## config.mk

```make
export PLATFORM = sky130hd
export DESIGN_NAME = calc_key_seq
export DESIGN_NICKNAME = d
export VERILOG_FILES = /design/src/rtl/calc_key_seq.sv
export SDC_FILE = /design/constraint.sdc
export NUM_CORES = 1
export LEC_CHECK = 0
export ABC_AREA = 1
export BUFFER_PORTS_ARGS = -buffer_cell sky130_fd_sc_hd__buf_2
export CAP_MARGIN = 10
export CORE_UTILIZATION = 35
export CTS_BUF_LIST = sky130_fd_sc_hd__clkbuf_8 sky130_fd_sc_hd__clkbuf_16
export CTS_CLUSTER_SIZE = 28
export DETAILED_ROUTE_END_ITERATION = 16
export SYNTH_ARGS = -nofsm -noshare
export SYNTH_HDL_FRONTEND = slang
export SYNTH_SLANG_ARGS = --single-unit
export TNS_END_PERCENT = 20
```

## constraint.sdc

```tcl
create_clock -name clk -period 1.6 [get_ports clk]
set_input_delay 0.24 -clock clk [delete_from_list [all_inputs] [get_ports clk]]
set_output_delay 0.24 -clock clk [all_outputs]
set_load 0.005 [all_outputs]
```

## src/rtl/calc_key_seq.sv

```systemverilog
// calc_key_seq: key sequencer for a four-function calculator front end.
//
// This block turns a stream of keypad codes into one-cycle control strobes
// for an operand entry register and an ALU. It also tracks which operand is
// being entered and which operator is pending.
//
// Parameters:
//   DIGITS - maximum decimal digits accepted per operand (1..15)
//   CW     - digit counter width, with 2**CW > DIGITS
//
// Ports:
//   clk      in   single clock, rising edge
//   rst_n    in   synchronous active-low reset
//   key_vld  in   one-cycle strobe qualifying key
//   key[3:0] in   0-9 digit, A clear, B minus, C plus, D equals, E getM, F setM
//   alu_done in   one-cycle ALU completion strobe
//   key_rdy  out  high when a key presented this cycle is accepted
//   dig_ld   out  load dig into the entry register (strobe)
//   dig[3:0] out  last loaded digit (level)
//   ent_clr  out  clear the entry register (strobe)
//   all_clr  out  clear everything (strobe)
//   op_sub   out  latched operator, 1 = subtract (level)
//   alu_go   out  start the ALU (strobe)
//   mem_rd   out  recall memory into the entry register (strobe)
//   mem_wr   out  store the entry register to memory (strobe)
//   dig_ovf  out  digit rejected because the operand is full (strobe)
//   st[2:0]  out  current state code for the display
//
// Optional feature: define CALC_MEM_EN to enable the E (getM) and F (setM)
// memory keys. Without it, E and F are ignored and mem_rd/mem_wr are tied low.

module calc_key_seq #(
  parameter int unsigned DIGITS = 4,
  parameter int unsigned CW     = 3
) (
  input  logic       clk,
  input  logic       rst_n,
  input  logic       key_vld,
  input  logic [3:0] key,
  input  logic       alu_done,
  output logic       key_rdy,
  output logic       dig_ld,
  output logic [3:0] dig,
  output logic       ent_clr,
  output logic       all_clr,
  output logic       op_sub,
  output logic       alu_go,
  output logic       mem_rd,
  output logic       mem_wr,
  output logic       dig_ovf,
  output logic [2:0] st
);

  localparam logic [2:0] S_A1   = 3'd0;
  localparam logic [2:0] S_N1   = 3'd1;
  localparam logic [2:0] S_OP   = 3'd2;
  localparam logic [2:0] S_N2   = 3'd3;
  localparam logic [2:0] S_RES  = 3'd4;
  localparam logic [2:0] S_WAIT = 3'd5;

  localparam logic [3:0] K_CLR  = 4'hA;
  localparam logic [3:0] K_SUB  = 4'hB;
  localparam logic [3:0] K_ADD  = 4'hC;
  localparam logic [3:0] K_EQ   = 4'hD;
`ifdef CALC_MEM_EN
  localparam logic [3:0] K_GETM = 4'hE;
  localparam logic [3:0] K_SETM = 4'hF;
`endif

  localparam logic [CW-1:0] CNT_MAX = CW'(DIGITS);
  localparam logic [CW-1:0] CNT_ONE = CW'(1);

  logic [2:0]    state, n_state;
  logic [2:0]    ret_st, n_ret_st;
  logic [CW-1:0] count, n_count;
  logic          op_r, n_op;
  logic          pend_op, n_pend_op;
  logic [3:0]    dig_r, n_dig;
  logic          n_dig_ld, n_ent_clr, n_all_clr, n_alu_go, n_dig_ovf;
  logic          n_mem_rd, n_mem_wr;
  logic          accept, is_digit;

`ifdef CALC_MEM_EN
  logic          mem_vld, n_mem_vld;
`endif

  assign key_rdy  = (state != S_WAIT);
  assign accept   = key_vld && key_rdy;
  assign is_digit = (key <= 4'd9);
  assign st       = state;
  assign op_sub   = op_r;
  assign dig      = dig_r;

  always_comb begin
    n_state   = state;
    n_ret_st  = ret_st;
    n_count   = count;
    n_op      = op_r;
    n_pend_op = pend_op;
    n_dig     = dig_r;
    n_dig_ld  = 1'b0;
    n_ent_clr = 1'b0;
    n_all_clr = 1'b0;
    n_alu_go  = 1'b0;
    n_dig_ovf = 1'b0;
    n_mem_rd  = 1'b0;
    n_mem_wr  = 1'b0;
`ifdef CALC_MEM_EN
    n_mem_vld = mem_vld;
`endif

    if (state == S_WAIT) begin
      // The operator keyed while chaining is held back until the ALU has
      // finished, so op_sub stays stable for the whole operation.
      if (alu_done) begin
        n_state = ret_st;
        n_op    = pend_op;
      end
    end else if (accept) begin
      if (key == K_CLR) begin
        n_all_clr = 1'b1;
        n_count   = '0;
        n_state   = S_A1;
      end else if (is_digit) begin
        case (state)
          S_A1, S_RES, S_OP: begin
            n_ent_clr = 1'b1;
            n_dig_ld  = 1'b1;
            n_dig     = key;
            n_count   = CNT_ONE;
            n_state   = (state == S_OP) ? S_N2 : S_N1;
          end
          S_N1, S_N2: begin
            if (count < CNT_MAX) begin
              n_dig_ld = 1'b1;
              n_dig    = key;
              n_count  = count + CNT_ONE;
            end else begin
              n_dig_ovf = 1'b1;
            end
          end
          default: ;
        endcase
      end else begin
        case (key)
          K_SUB, K_ADD: begin
            case (state)
              S_N1, S_RES, S_OP: begin
                n_op    = (key == K_SUB);
                n_state = S_OP;
              end
              S_N2: begin
                n_alu_go  = 1'b1;
                n_pend_op = (key == K_SUB);
                n_ret_st  = S_OP;
                n_state   = S_WAIT;
              end
              default: ;
            endcase
          end
          K_EQ: begin
            if (state == S_N2) begin
              n_alu_go  = 1'b1;
              n_pend_op = op_r;
              n_ret_st  = S_RES;
              n_state   = S_WAIT;
            end
          end
`ifdef CALC_MEM_EN
          K_SETM: begin
            if (state == S_N1 || state == S_RES) begin
              n_mem_wr  = 1'b1;
              n_mem_vld = 1'b1;
            end
          end
          K_GETM: begin
            // A recalled value fills the operand, so further digits overflow.
            if (mem_vld) begin
              n_ent_clr = 1'b1;
              n_mem_rd  = 1'b1;
              n_count   = CNT_MAX;
              n_state   = (state == S_OP || state == S_N2) ? S_N2 : S_N1;
            end
          end
`endif
          default: ;
        endcase
      end
    end
  end

  always_ff @(posedge clk) begin
    if (!rst_n) begin
      state   <= S_A1;
      ret_st  <= S_A1;
      count   <= '0;
      op_r    <= 1'b0;
      pend_op <= 1'b0;
      dig_r   <= '0;
      dig_ld  <= 1'b0;
      ent_clr <= 1'b0;
      all_clr <= 1'b0;
      alu_go  <= 1'b0;
      dig_ovf <= 1'b0;
    end else begin
      state   <= n_state;
      ret_st  <= n_ret_st;
      count   <= n_count;
      op_r    <= n_op;
      pend_op <= n_pend_op;
      dig_r   <= n_dig;
      dig_ld  <= n_dig_ld;
      ent_clr <= n_ent_clr;
      all_clr <= n_all_clr;
      alu_go  <= n_alu_go;
      dig_ovf <= n_dig_ovf;
    end
  end

`ifdef CALC_MEM_EN
  always_ff @(posedge clk) begin
    if (!rst_n) begin
      mem_vld <= 1'b0;
      mem_rd  <= 1'b0;
      mem_wr  <= 1'b0;
    end else begin
      mem_vld <= n_mem_vld;
      mem_rd  <= n_mem_rd;
      mem_wr  <= n_mem_wr;
    end
  end
`else
  assign mem_rd = 1'b0;
  assign mem_wr = 1'b0;

  logic unused_mem;
  assign unused_mem = n_mem_rd | n_mem_wr;
`endif

endmodule

```

==> summary.txt <==
Outcome
  – Status: finished clean

Drt
  – M1 WL: 1.14 mm
  – First-pass detailed-route iteration total: 4
  – WL/cell: 11.1 µm
  – Highest Signal Layer: met4
  – Vias after detailed routing: 976
  – Routed WL: 2.27 mm
  – DR vias/cell: 4.78
  – DRT iter0 DRCs: 21
  – Antenna viol nets, final: 0
  – Met2 WL post-DR: 1.01 mm
  – # DRC: 0
  – Met3 Wirelength: 94 µm

Synth
  – Cell Area, Synth: approximately 1000 µm²
  – Main combinational cell family by area after synthesis: simple AND/OR/NAND/NOR gates
  – Xor/xnor cell area share of the yosys netlist: 0
  – Flops & latches, synth: 19
  – Simple-Gate Fraction of Synth Area: 0.422
  – Post-Syn Area per Cell: 6.90 µm²
  – Fraction of registers with async set/reset: 0
  – Complex-gate fraction of the synthesized area: 0.114
  – Sequential area share after synthesis: 0.370
  – Post-synthesis adder-cell area fraction: 0.0122
  – Mux cell area share after synthesis: 0
  – Post-synth EDFFs: 0
  – Ys flop type: dfxtp_1
  – Share of the synthesized area in the top cell type: 0.370
  – Most frequent cell after synthesis: nand2_1
  – Cell variety after synth: 24
  – Synthesized instance count: 149
  – Top cells by area, synth: dfxtp_1 (37%), nand2_1 (12%), nor2_1 (6.6%)
  – Top cell type by total area after synthesis: dfxtp_1
  – Yosys warning count: 0
  – Post-synth top cells: nand2_1 (34), dfxtp_1 (19), nor2_1 (18), inv_1 (12), nand3_1 (12)

Setup path
  – Crit path from: st[1]
  – Critical R2R Launch: st[1]
  – Critical Path End: st[1]
  – Worst R2R Setup Slack: around 150 ps
  – Worst path buffer plus inverter count: 1
  – CP required: 1760 ps
  – Crit-path slowest cell: dfxtp_1
  – Max stage delay on crit path: 440 ps
  – Element type at the critical path end: flip-flop
  – Crit start category: flip-flop
  – Crit Path Max Fanout: 7
  – CP cell instances: inv_2, nand3_2, nand2_4, nand2_4, nand2_4, nor2_4, nand2_2, nor2_1, nor2_1
  – CP most frequent cell: nand2_4
  – RR Endpoint: st[1]
  – Cell family with most CP delay: simple AND/OR/NAND/NOR gates
  – Critical Path Stages: 9
  – Kind of critical path: flip-flop to flip-flop
  – FF-to-FF path depth: 9
  – WP data arrival: 1600 ps

Clock tree
  – Worst skew pair latency: between 200 and 300 ps
  – Clock buffer depth: 2
  – H-tree levels: 1
  – Clk sinks: 19
  – Num CTS Buffers: 3
  – Clock transition at path regs: 80 ps
  – CTS root buffer: clkbuf_8
  – CTS tree: yes

Floorplanning
  – Die height: between 50 and 60 µm
  – Die width: 56.2 µm
  – Die area: 3160 µm²
  – Area of the core: 2780 µm²
  – IO Pins: 24
  – Row count: 19
  – Initial Utilization: 0.370

Cells and area
  – Antenna Cells: 0
  – P&R area growth vs syn: 18.1%
  – Share of layout cells above drive strength 1: 0.289
  – Layout Nets: approximately 180
  – Fill cell count: around 300
  – Core Util, Final: 0.437

STA
  – Fmax achieved: 691 MHz
  – RSZ-0062 raised after global routing: false
  – Final worst slack: 152 ps
  – Final Max Tran Viols: 0
  – Tmin final: about 1400 ps
  – Hold slack: between 200 and 300 ps
  – Endpoints failing setup: 0
  – Setup_tns: 0 ps
  – Clock skew: approximately 9.5 ps
  – Fin crit share: 0.905
  – Hold Fails Final Rpt: 0

Power
  – Overall power: between 1 and 1.5 mW
  – Peak VDD IR: 0.453 mV
  – Leakage power: 0.606 nW
  – Power per cell area: 913 nW/µm²

Global route
  – First-pass GRT wire length: between 3 and 4 mm
  – Initial antenna violation count: 0
  – GRT Util Overall: 0.157
  – Number of global-route vias before repair: 905
  – Maximum number of pins on one net before global-route repair: 15
  – Grt total ovfl: 0

Place
  – DP HPWL: 1.80 mm
  – Setup WS pre-CTS: ~120 ps
  – Routability Congestion: 0.815
  – IO buf count: 21

Run
  – Number of max-cap violations: 0

Worst hold path
  – Worst min-delay path class: input pin to flip-flop
-- final cells by class --
type / instances / area [µm²] / share of cell area
clock buffers: 3 / 41.3 / 0.0340
clock inverters: 1 / 7.51 / 0.00618
inverters: 16 / 60.1 / 0.0494
multi-input cells: 112 / 572 / 0.471
flip-flops and latches: 19 / 383 / 0.315
well taps: 31 / 38.8 / 0.0319
repair buffers: 22 / 113 / 0.0927
-- layer usage --
metal	track usage	up-vias
met1	0.205	426
met2	0.247	24
met3	0.0419	4
met4	0.0627	0
li1	-	522
met5	0	-
-- flip-flops by register name (all words and copies together), names as in the netlist --
register  count
ret_st        2
alu_go        1
count         3
dig_ld        1
dig_ovf       1
all_clr       1
ent_clr       1
pend_op       1
st            3
dig           4
op_sub        1
-- cells by family (layout without fill, tap and decap cells) --
group,count (synthesis),in the layout
AND/OR/NAND/NOR,86,86
AO/OA/AOI/OAI,23,23
other,1,2
flip-flops,19,19
buffers and inverters,19,42
adder cells (fa/ha/maj),1,1
-- placed cells by master (no fill, tap or decap), types with 2 or more instances in the layout --
cell      Yosys  routed
nand4_1       2       2
o21ai_0      10      10
inv_1        12      12
nor2_2        2       2
inv_2         4       4
clkbuf_8      0       3
dfxtp_2       0       2
nor2_4        2       2
nor2_1       18      18
a21oi_1       9       9
o21ai_1       3       3
nand2_1      34      34
nand3_2       2       2
conb_1        1       2
dfxtp_1      19      17
nand2_2       7       7
nand2_4       3       3
nand3_1      12      12
buf_2         1      21
-- worst reg2reg max path: cells and delay by family (launching register included) --
kind | cells | cell delay, ps
buffers and inverters | 1 | 90
AND/OR/NAND/NOR | 8 | 810
flip-flops | 1 | 440
-- repair_timing --
action	4_1_cts	5_1_grt
buffers inserted	0	0
hold buffers	0	0
gates resized for setup	0	2
endpoints found under the setup margin	0	1
-- where the power goes --
group	internal (mW)	switching (mW)	total, mW
Combinational	0.0842	0.146	0.230
Sequential	0.501	0.0250	0.526
Clock	0.176	0.177	0.353
Total	0.761	0.347	1.11
-- how the worst min path moves through the flow --
stage	startpoint	depth (start not counted)	slack [ps]	to
finish	key[3]	3	250	dig[3]
CTS	key[3]	3	250	dig[3]
detailed placement	ret_st[1]	2	450	ret_st[1]
global route	key[3]	3	270	dig[3]
floorplan	key[3]	2	370	dig[3]
global placement	ret_st[1]	2	450	ret_st[1]
-- metrics by stage --
step           cells  instance area, µm²
3_3_place_gp     200                1160
4_1_cts          204                1210
3_5_place_dp     200                1160
6_report         204                1210
2_1_floorplan    150                1030
5_1_grt          204                1210
(Power assumes the default switching activity.)
